--- src/rtl/wb_arbiter.sv ---
// Writeback arbiter: merges the ALU path with a buffered long-latency path
// into the register-file write port and tracks pending destinations.
module wb_arbiter #(
  parameter int XLEN         = 32,
  parameter int DEPTH        = 2,
  parameter int STARVE_LIMIT = 4
) (
  input  logic            i_clk,
  input  logic            i_rstn,
  input  logic            i_alu_valid,
  input  logic [4:0]      i_alu_rd,
  input  logic [XLEN-1:0] i_alu_data,
  output logic            o_alu_stall,
  input  logic            i_lsu_valid,
  input  logic [4:0]      i_lsu_rd,
  input  logic [XLEN-1:0] i_lsu_data,
  output logic            o_lsu_ready,
  output logic            o_Wen,
  output logic [4:0]      o_Wnum,
  output logic [XLEN-1:0] o_Wd,
  output logic [31:0]     o_pend_mask
);

  localparam int AW = $clog2(DEPTH);
  localparam int CW = AW + 1;
  localparam int WW = $clog2(STARVE_LIMIT + 1);

  logic [4:0]      rd_q  [DEPTH];
  logic [XLEN-1:0] dat_q [DEPTH];
  logic [DEPTH-1:0] vld_q, vld_d;
  logic [AW-1:0]   wp_q, rp_q;
  logic [CW-1:0]   cnt_q;
  logic [WW-1:0]   wait_q, wait_d;
  logic            wen_q, wen_d;
  logic [4:0]      wnum_q, wnum_d;
  logic [XLEN-1:0] wd_q, wd_d;

  logic empty, full, stall, push, pop;

  assign empty = (cnt_q == '0);
  assign full  = (cnt_q == CW'(DEPTH));
  assign stall = (wait_q == WW'(STARVE_LIMIT));
  assign push  = i_lsu_valid && !full;
  // a stall implies a non-empty FIFO, so the head wins
  assign pop   = !empty && (stall || !i_alu_valid);

  always_comb begin
    wen_d  = 1'b0;
    wnum_d = wnum_q;
    wd_d   = wd_q;
    if (pop) begin
      wen_d  = (rd_q[rp_q] != 5'd0);
      wnum_d = rd_q[rp_q];
      wd_d   = dat_q[rp_q];
    end else if (i_alu_valid) begin
      wen_d  = (i_alu_rd != 5'd0);
      wnum_d = i_alu_rd;
      wd_d   = i_alu_data;
    end
  end

  always_comb begin
    wait_d = wait_q;
    if (empty || pop)
      wait_d = '0;
    else if (!stall)
      wait_d = wait_q + WW'(1);
  end

  always_comb begin
    vld_d = vld_q;
    if (pop)
      vld_d[rp_q] = 1'b0;
    if (push)
      vld_d[wp_q] = 1'b1;
  end

  always_ff @(posedge i_clk or negedge i_rstn) begin
    if (!i_rstn) begin
      vld_q  <= '0;
      wp_q   <= '0;
      rp_q   <= '0;
      cnt_q  <= '0;
      wait_q <= '0;
      wen_q  <= 1'b0;
      wnum_q <= '0;
      wd_q   <= '0;
    end else begin
      vld_q  <= vld_d;
      wp_q   <= push ? wp_q + AW'(1) : wp_q;
      rp_q   <= pop ? rp_q + AW'(1) : rp_q;
      cnt_q  <= cnt_q + CW'(push) - CW'(pop);
      wait_q <= wait_d;
      wen_q  <= wen_d;
      wnum_q <= wnum_d;
      wd_q   <= wd_d;
    end
  end

  // payload storage needs no reset; vld_q gates every use
  always_ff @(posedge i_clk) begin
    if (push) begin
      rd_q[wp_q]  <= i_lsu_rd;
      dat_q[wp_q] <= i_lsu_data;
    end
  end

  always_comb begin
    o_pend_mask = '0;
    for (int i = 0; i < DEPTH; i++)
      if (vld_q[i])
        o_pend_mask[rd_q[i]] = 1'b1;
    if (wen_q)
      o_pend_mask[wnum_q] = 1'b1;
    o_pend_mask[0] = 1'b0;
  end

  assign o_alu_stall = stall;
  assign o_lsu_ready = !full;
  assign o_Wen       = wen_q;
  assign o_Wnum      = wnum_q;
  assign o_Wd        = wd_q;

endmodule

--- config.mk ---
export PLATFORM = sky130hd
export DESIGN_NAME = wb_arbiter
export DESIGN_NICKNAME = d
export VERILOG_FILES = /design/src/rtl/wb_arbiter.sv
export SDC_FILE = /design/constraint.sdc
export NUM_CORES = 1
export LEC_CHECK = 0
export ABC_CLOCK_PERIOD_IN_PS = 5610
export BUFFER_PORTS_ARGS = -buffer_cell sky130_fd_sc_hd__buf_2
export CORE_UTILIZATION = 35
export CTS_BUF_LIST = sky130_fd_sc_hd__clkbuf_8 sky130_fd_sc_hd__clkbuf_16
export CTS_CLUSTER_DIAMETER = 80
export CTS_CLUSTER_SIZE = 10
export DETAILED_ROUTE_END_ITERATION = 8
export PLACE_DENSITY_LB_ADDON = 0.12
export SYNTH_ARGS = -nofsm -noshare
export SYNTH_HDL_FRONTEND = slang
export SYNTH_SLANG_ARGS = --single-unit
--- constraint.sdc ---
create_clock -name i_clk -period 5.61 [get_ports i_clk]
set_clock_uncertainty 0.05 [all_clocks]
set_input_delay 1.122 -clock i_clk [delete_from_list [all_inputs] [get_ports i_clk]]
set_output_delay 1.122 -clock i_clk [all_outputs]
set_load 0.05 [all_outputs]
# == After elaboration in Yosys (flattened, before gate mapping) ==
# Memories as Yosys holds them, arrays and structs flattened.
# Index checks and enable logic that the tools add are counted.
# word_totals
ff_bits,47
ramBits,74
input_bits,78
memories,2
# mem_list
memory,words,word_bits,read_ports,rd_ports_with_merged_regs,write_ports,line,source
dat_q,2,32,1,0,1,29,logic [XLEN-1:0] dat_q [DEPTH];
rd_q,2,5,3,0,1,28,logic [4:0] rd_q [DEPTH];
# op_classes
reduce_logical,16
add_sub_neg,5
n_bitwise,5
n_eq_ne,3
magnitude_cmp,10
muxes,25
# op_table
cell,n
2-to-1 mux 32 bit,5
bitwise OR 32 bit,2
"< comparator 5 x 6 -> 1 bit, second input constant",3
demux 1 bit (select 5 bit),3
">= comparator 5 x 1 -> 1 bit, second input constant",3
2-to-1 mux 5 bit,2
nonzero test 5 bit,2
2-to-1 mux 1 bit,9
logical AND 1 bit,7
2-to-1 mux 3 bit,2
"< comparator 1 x 2 -> 1 bit, second input constant",2
2-to-1 mux 2 bit,2
"adder 3 x 1 -> 3 bit, second input constant",1
"== test 3 bit, second input constant",1
logical NOT 1 bit,3
"adder 1 bit, second input constant",2
adder 2 x 1 -> 2 bit,1
AND 2 bit,1
demux 1 bit (select 1 bit),2
"== test 2 bit, second input constant",1
">= comparator 1 bit, second input constant",2
logical NOT 2 bit,1
logical OR 1 bit,2
"!= test 2 x 1 -> 1 bit, second input constant",1
other kinds (4),4

# == Longest topological paths before layout ==
# Gate-level depths: netlist of run 1.
# An unclocked memory read counts as a cell.
# logic_depth
word_depth,10
ltp_mapped,8
ltp_nobuf,8

# == Worst setup path before layout of run 1 ==
# No wires, ideal clock.
# synth_path
path_type,in2reg
startpoint,in i_lsu_valid
endpoint,mem dat_q[0][0] (enable)
path_stages,2
arrival_ns,2.827
setup_slack_ns,2.302
path_cell_list,nand2_1 -> nor2_1
# synth_between
elab_chain_len,3
# synth_lines
item,line,source
start: declaration,14,"input logic i_lsu_valid,"
logical AND 1 bit,43,assign push = i_lsu_valid && !full;
2-to-1 mux 1 bit,102,if (push) begin
2-to-1 mux 1 bit (not written as such),104,dat_q[wp_q] <= i_lsu_data;
end: declaration,29,
# No other way between the ends.

==> metrics.txt, run 1 <==
synth warn 0; Post-Synth Simple-Gate Area 15.64%; vias in the first global route 4670; Worst R2R Start cnt_q[0]$_DFF_PN0_; Final Core Density 45.01%; Root Buffer clkbuf_16; largest net degree at the start of global routing 48; leakage power 3.161 nW; status completed; Critical Path Source rd_q[1][1]$_DFFE_PP_; final period utilization 62.94%; Post-Route Setup TNS 0 ps; Worst Path Required 4440 ps; Worst setup EP type output port; final setup fails 0; FP Rows 47; DR iter-0 viols 397; worst-path fanout max 7; final net count 731; pwr/cell area 581.4 nW/µm²; syn_nets 604; Vias/cell 5.430; fin cells 884; ratio of cells with drive above 1 in the final layout 34.69%; commonest cells after routing, fill and taps aside buf_2, nand2_1, edfxtp_1, dfrtp_1, nor3_1; overall power 4.339 mW; Hold Vio Cnt, Final 0; multiplexer area fraction after synthesis 6.381%; final worst slack 2079 ps; final hold slack 442.1 ps; Post-Route WL 16540 µm; Clock Tree Buf Depth 2; antenna violations before repair 1; sequential area share after synthesis 57.01%; Hold Startpoint wait_q[0]$_DFFE_PN0P_; Worst-Skew Late Latency 410 ps; # DRC 0; Synth Instances 523; highest clock rate 283.2 MHz; minimum clock period 3531 ps; max-slew violation count 0; Worst Path Class, Setup reg -> out; cts repair resizes 0; H-tree levels 4; total gr overflow 0; via count 4800; core area 16580 µm²; Mean Syn Cell Area 11.40 µm²; Die Ht 132.5 µm; largest family of logic cells by synthesized area simple AND/OR/NAND/NOR gates; post-place setup slack 2340 ps; Placer Congestion 0.7839; Worst-path clk slew 50 ps; number of routed nets with antenna violations 0; xor/xnor share of the synthesized area 0.7347%; CTS tree done; placed wire-length estimate 10660 µm; Area Growth Syn to Fin 25.21%; Rel. slew slack 23.78%; CTS sink cnt 121; unrepaired setup endpoints after global routing false; max_cap viols 0; flops & latches, synth 121; Cells after DPL 851; mean routed wirelength per cell 18.71 µm; hold crit path type reg -> reg; cts hold-fix bufs 0; gr usage total 19.18%; Netlist cell types 35; Die Wd 132.5 µm; CP Launch Type flop; IO Count 150; crit path DAT 2360 ps; CTS Buf Count 17; Post-CTS Setup Inserts 0; cell area after placement 6809 µm²; Starting Density 35.94%; complex-gate fraction of the synthesized area 15.58%; Post-Syn Area 5961 µm²; Worst VDD drop 0.2293 mV; IO Port Bufs 148; 1st-pass router iterations 5; first-pass GRT wire length 25540 µm; die area 17560 µm²; Post-Synth Adder-Cell Area 0.6297%; commonest non-fill, non-tap cell in the layout buf_2; design area 7463 µm²; Slew @ Worst Pin 1139 ps
==> power by group <==
group          leakage (nW)  switching, mW  internal [mW]
Clock                 0.319          0.387          0.807
Combinational          1.62           1.12          0.510
Sequential             1.22          0.300           1.22
==> kinds of logic after synthesis <==
logic type                 after synthesis
AOI/OAI and AO/OA                      115
xor gates and xnor gates                 5
adders and majority gates                3
buffers and inverters                   51
DFF                                    121
muxes                                   38
other                                    1
and+or+nand+nor                        189
==> critical path, cell delays in order, from the launching register on <==
cell,delay (ps)
edfxtp_1,430
nor3b_1,890
a22oi_1,220
nand2_1,130
buf_2,260
==> routing by layer <==
| metal | part of all wire (%) | track usage [%] |
|---|---|---|
| met5 | 0 | 0 |
| met1 | 43 | 23.79 |
| met4 | 1.4 | 6.577 |
| met3 | 7.0 | 5.556 |
| met2 | 49 | 31.90 |
==> cell type report <==
class / instances / area [µm²]
inverters: 7 / 26.28
fillers: 1572 / 9120
clock inverters: 13 / 198.9
flip-flops and latches: 121 / 3402
clock buffers: 19 / 452.9
repair buffers: 152 / 770.7
diodes: 1 / 2.502
multi-input cells: 351 / 2335
well taps: 220 / 275.3
==> registers in the layout, summed over array words and instances, names as in the netlist <==
register	cells
cnt_q	2
dat_q	64
o_Wd	32
o_Wen	1
o_Wnum	5
rd_q	10
rp_q	1
vld_q	2
wait_q	3
wp_q	1
==> cell usage after synthesis <==
master / count / area, µm²
a21oi_1: 37 / 185.2
a222oi_1: 2 / 20.02
buf_4: 4 / 30.03
a22oi_1: 29 / 217.7
a211oi_1: 1 / 7.510
o211a_1: 1 / 10.01
or2_1: 1 / 6.260
nand2_1: 97 / 364.1
o221ai_1: 1 / 8.760
o221a_2: 37 / 416.7
o221a_1: 1 / 11.26
nor3b_1: 14 / 105.1
mux2i_1: 38 / 380.4
nand3_1: 1 / 5.000
nor3_1: 43 / 215.2
conb_1: 1 / 3.750
buf_2: 24 / 120.1
o21ai_4: 1 / 16.27
o211ai_1: 1 / 7.510
buf_1: 2 / 7.510
dfrtp_1: 47 / 1176
nor2_1: 5 / 18.77
xnor2_1: 5 / 43.79
o21ai_0: 1 / 5.000
a21boi_1: 1 / 7.510
clkbuf_1: 14 / 52.55
and3b_1: 15 / 131.4
ha_1: 3 / 37.54
inv_1: 7 / 26.28
o31ai_1: 2 / 15.01
edfxtp_1: 74 / 2222
and3_1: 8 / 50.05
nor2_4: 1 / 11.26
nand2b_1: 3 / 18.77
or2_2: 1 / 6.260
==> path summary, 6_finish.rpt <==
path | cells past startpoint | to | slack, ps
worst min register to register | 1 | wait_q[0]$_DFFE_PN0P_ | 440
worst max-delay path | 4 | o_pend_mask[28] | 2080
min in group asynchronous | 2 | o_Wd[9]$_DFFE_PN0P_ | 770
worst max register to register | 4 | dat_q[0][19]$_DFFE_PP_ | 2940
worst min-delay path | 1 | wait_q[0]$_DFFE_PN0P_ | 440
max in group asynchronous | 2 | cnt_q[1]$_DFF_PN0_ | 4280
Power figures use the tool's default switching activity.
==> run 2: changes to the inputs <==
- ABC_CLOCK_PERIOD_IN_PS: 5610 -> 3000
- clock period: 5.61 -> 3 ns (I/O delays scaled with it)
==> run 2 against run 1 <==
Effect of this change:
- final cell count increased by 0.90%
- worst hold slack got worse by 350 ps
- first-iteration DRC count increased by 5.5%
- clock power increased by 71%
- largest power group unchanged
==> metrics.txt, run 2 (synthesized netlist as in run 1, its figures left out) <==
Post-Route Setup TNS 0 ps; Worst Path Required 2350 ps; via count 4896; cts hold-fix bufs 0; Worst-path clk slew 50 ps; vias in the first global route 4923; commonest non-fill, non-tap cell in the layout buf_2; commonest cells after routing, fill and taps aside buf_2, nand2_1, edfxtp_1, dfrtp_1, nor3_1; overall power 8.023 mW; CTS Buf Count 17; hold crit path type in -> async; Most flops, register dat_q; reg-to-reg slack, setup 720 ps; final net count 740; reg2reg path depth 3; minimum clock period 2666 ps; Starting Density 35.94%; Clock Tree Buf Depth 2; cts repair resizes 0; Buffers & Inverters on Critical Path 1; Die Wd 132.5 µm; CTS sink cnt 121; ratio of cells with drive above 1 in the final layout 35.27%; gr usage total 20.13%; placed wire-length estimate 11170 µm; pwr/cell area 1069 nW/µm²; Worst Path Class, Setup reg -> out; Hold Vio Cnt, Final 0; Area Growth Syn to Fin 25.94%; IO Count 150; Worst R2R Start cnt_q[1]$_DFF_PN0_; Post-CTS Setup Inserts 0; final setup fails 0; antenna violations before repair 2; DR iter-0 viols 419; Root Buffer clkbuf_16; cell area after placement 6914 µm²; Worst setup EP type output port; max reg flops 64; first-pass GRT wire length 26920 µm; max_cap viols 0; n_diodes 0; Slowest-stage cell, CP edfxtp_1; final period utilization 88.87%; 1st-pass router iterations 5; Rel. slew slack 37.56%; max-slew violation count 0; highest clock rate 375.1 MHz; H-tree levels 4; Placer Congestion 0.7818; FP Rows 47; mean routed wirelength per cell 19.47 µm; Die Ht 132.5 µm; Vias/cell 5.489; delay-heaviest family, CP simple AND/OR/NAND/NOR gates; die area 17560 µm²; leakage power 3.184 nW; CP Launch Type flop; Worst-Skew Late Latency 410 ps; Final Core Density 45.27%; CTS tree done; largest net degree at the start of global routing 42; crit-path cells nor3b_1 > a22oi_1 > nand2_1 > buf_2; Worst VDD drop 0.4341 mV; core area 16580 µm²; status completed; # DRC 0; number of routed nets with antenna violations 0; Slew @ Worst Pin 936.7 ps; cell depth of the worst setup path 4; IO Port Bufs 148; CP max stage delay 570 ps; unrepaired setup endpoints after global routing false; Post-Route WL 17360 µm; RR Endpoint o_Wd[9]$_DFFE_PN0P_; crit path DAT 2020 ps; total gr overflow 0; worst-path fanout max 10; design area 7507 µm²
## run 2: cell count changes in the layout (fill, tap and decap cells not counted), sizes merged
cell,previous run,this run
inv,7,8
buf,152,161
clkbuf,19,18
diode,1,0
bufinv,5,3
clkinv,6,7
clkinvlp,2,3
## run 2: per-layer routing
metal | vias to the layer above | GRT usage, % | part of all wire, %
met1 | 2431 | 25.17 | 43
met5 | - | 0 | 0.075
met4 | 2 | 7.854 | 1.5
met3 | 22 | 4.904 | 5.8
li1 | 2251 | - | -
met2 | 190 | 33.51 | 49
## run 2: worst register-to-register path: cells and delay by family, from the launching register on
family	cells	cell delay, ps
AOI/OAI and AO/OA	2	460
and+or+nand+nor	1	870
DFF	1	790
## run 2: worst max path at each step
stage,slack (ps),start,endpoint
2_1_floorplan,370,cnt_q[0]$_DFF_PN0_,dat_q[0][0]$_DFFE_PP_
3_3_place_gp,750,cnt_q[1]$_DFF_PN0_,o_Wd[17]$_DFFE_PN0P_
5_1_grt,150,rd_q[0][4]$_DFFE_PP_,o_pend_mask[17]
4_1_cts,350,rd_q[0][4]$_DFFE_PP_,o_pend_mask[17]
3_5_place_dp,740,cnt_q[1]$_DFF_PN0_,o_Wd[12]$_DFFE_PN0P_
6_report,330,rd_q[0][4]$_DFFE_PP_,o_pend_mask[17]
## run 2: area by class of cell
cell class                 instances  area [µm²]
inverter                           7       26.28
clock inverter                    14       153.9
tap                              220       275.3
multi-input combinational        351        2335
clock buffer                      18       439.2
timing repair buffer             161       875.8
fill                            1580        9076
sequential                       121        3402
## run 2: through the flow
stage | hold WS, ps | instances | setup slack, ps
after floorplan | 254.4 | 523 | 369.8
after global placement | 395.6 | 860 | 747.2
after detailed placement | 416.9 | 860 | 741.3
after CTS | 88.70 | 892 | 349.1
after global routing | 110.2 | 892 | 154.2
final | 95.40 | 892 | 333.8
## run 2: where the power goes
part / total, mW / internal, mW / leakage [nW] / switching (mW)
Sequential: 2.76 / 2.28 / 1.22 / 0.483
Clock: 2.04 / 1.31 / 0.287 / 0.725
Combinational: 3.22 / 1.02 / 1.68 / 2.21
Total: 8.02 / 4.61 / 3.18 / 3.41
==> run 3: changes to the inputs <==
- BUFFER_PORTS_ARGS: -buffer_cell sky130_fd_sc_hd__buf_2 -> -buffer_cell sky130_fd_sc_hd__clkbuf_2
==> run 3 against run 2 <==
Effect of this change:
- sequential share of layout area is 0.18 points lower
- utilization is 0.18 points higher
- register-to-register slack worse by 30 ps
- via count is 1.3% lower
- first-iteration DRC count is 5.7% lower
- combinational power is 1% lower
- non-clock buffer count is 1 higher
- clock power is 5% higher
- power is 1.3% higher
- die area stayed put
- global-route usage is 0.95 points lower
- final cell count is 0.11% higher
- largest power group unchanged
==> metrics.txt, run 3 (synthesized netlist as in run 1, its figures left out) <==
Worst-path clk slew 50 ps; sequential power share 34.4%; cts hold-fix bufs 0; Post-Route Setup TNS 0 ps; Root Buffer clkbuf_16; Worst Path Required 2350 ps; commonest non-fill, non-tap cell in the layout clkbuf_2; IO Port Bufs 148; H-tree levels 4; unrepaired setup endpoints after global routing false; Die Wd 132.5 µm; gr usage total 19.18%; reg2reg path depth 3; cts repair resizes 0; worst-path fanout max 10; Area Growth Syn to Fin 26.45%; Worst VDD drop 0.4982 mV; max-slew violation count 0; number of routed nets with antenna violations 0; Clk pwr share 26.5%; Layout fillers 1617; crit path DAT 2010 ps; placed wire-length estimate 11080 µm; design area 7537 µm²; max reg flops 64; final net count 741; post-place setup slack 689.4 ps; CTS Buf Count 17; final hold slack 76.81 ps; hold crit path type in -> async; n_diodes 0; status completed; Logic pwr share 39.2%; Slew @ Worst Pin 1149 ps; Net Sw Power 3.406 mW; Rel. slew slack 23.14%; Post-Route WL 16570 µm; commonest cells after routing, fill and taps aside clkbuf_2, nand2_1, edfxtp_1, dfrtp_1, nor3_1; max_cap viols 0; via count 4831; Placer Congestion 0.7955; Worst R2R Start cnt_q[1]$_DFF_PN0_; Internal Power 4.717 mW; CP max stage delay 540 ps; total gr overflow 0; vias in the first global route 4709; Switching Share 41.93%; crit-path cells nor3b_1 > a22oi_1 > nand2_1 > clkbuf_2; final period utilization 88.53%; CTS tree done; final setup fails 0; pwr/cell area 1078 nW/µm²; highest clock rate 376.5 MHz; largest net degree at the start of global routing 42; Most flops, register dat_q; cell area after placement 6909 µm²; die area 17560 µm²; Worst setup EP type output port; reg-to-reg slack, setup 690 ps; Slowest-stage cell, CP edfxtp_1; # DRC 0; ratio of cells with drive above 1 in the final layout 35.51%; CTS sink cnt 121; final worst slack 344.1 ps; core area 16580 µm²; CP Launch Type flop; Starting Density 35.94%; Die Ht 132.5 µm; 1st-pass router iterations 5; IO Count 150; first-pass GRT wire length 25720 µm; mean routed wirelength per cell 18.55 µm; Post-CTS Setup Inserts 0; leakage power 3.215 nW; antenna violations before repair 0; Clock Tree Buf Depth 2; FP Rows 47; Vias/cell 5.410; Worst Path Class, Setup reg -> out; RR Endpoint o_Wd[13]$_DFFE_PN0P_; DR iter-0 viols 395; Hold Vio Cnt, Final 0; minimum clock period 2656 ps; Worst-Skew Late Latency 410 ps
run 3: changes by cell type in the layout (fill, tap and decap cells not counted), moves of 2 or more:
cell | before | now
buf_2 | 148 | 0
clkinv_1 | 2 | 0
buf_4 | 10 | 12
clkbuf_2 | 0 | 148
run 3: area by class of cell:
cell class                      instances  area, µm²  area share [%]
Clock buffer                           19      452.9           6.009
Clock inverter                         13      175.2           2.324
Inverter                                7      26.28          0.3486
Multi-Input combinational cell        351       2335           30.98
Sequential cell                       121       3402           45.14
Tap cell                              220      275.3           3.652
Timing Repair Buffer                  162      870.8           11.55
run 3: how the worst max path moves through the flow:
stage | start | end | slack [ps] | cells after the start
finish | rd_q[0][4]$_DFFE_PP_ | o_pend_mask[11] | 340 | 4
global route | o_Wnum[3]$_DFFE_PN0P_ | o_pend_mask[11] | 190 | 4
CTS | rd_q[0][4]$_DFFE_PP_ | o_pend_mask[11] | 360 | 4
detailed placement | cnt_q[0]$_DFF_PN0_ | dat_q[1][0]$_DFFE_PP_ | 690 | 3
global placement | cnt_q[0]$_DFF_PN0_ | dat_q[1][4]$_DFFE_PP_ | 750 | 3
floorplan | cnt_q[0]$_DFF_PN0_ | dat_q[0][0]$_DFFE_PP_ | 370 | 3
run 3: per-stage QoR:
stage | total power, mW | std cells | util (%)
detailed placement | 6.012 | 861 | 41.66
finish | 8.124 | 893 | 45.45
global route | 8.512 | 893 | 45.45
global placement | 5.952 | 861 | 41.66
CTS | 8.180 | 893 | 45.45
floorplan | 5.121 | 523 | -
run 3: per-layer routing:
metal	vias up	GRT usage, %	share of wire [%]
li1	2245	-	-
met4	0	7.854	2.0
met2	180	31.35	48
met3	28	4.713	5.9
met1	2378	24.33	44
met5	-	0	0
run 3: power groups by stage:
stage	clock, mW	sequential [mW]	combinational [mW]
floorplan	0	3.14	1.98
global placement	0	2.81	3.14
detailed placement	0	2.82	3.19
CTS	2.19	2.79	3.20
global route	2.26	2.86	3.39
finish	2.15	2.79	3.18
run 3: critical path: cells and delay by family (launching register included):
kind / cells / cell delay (ps)
AO/OA/AOI/OAI: 1 / 140
AND/OR/NAND/NOR: 2 / 640
flip-flops: 1 / 540
buffers and inverters: 1 / 270
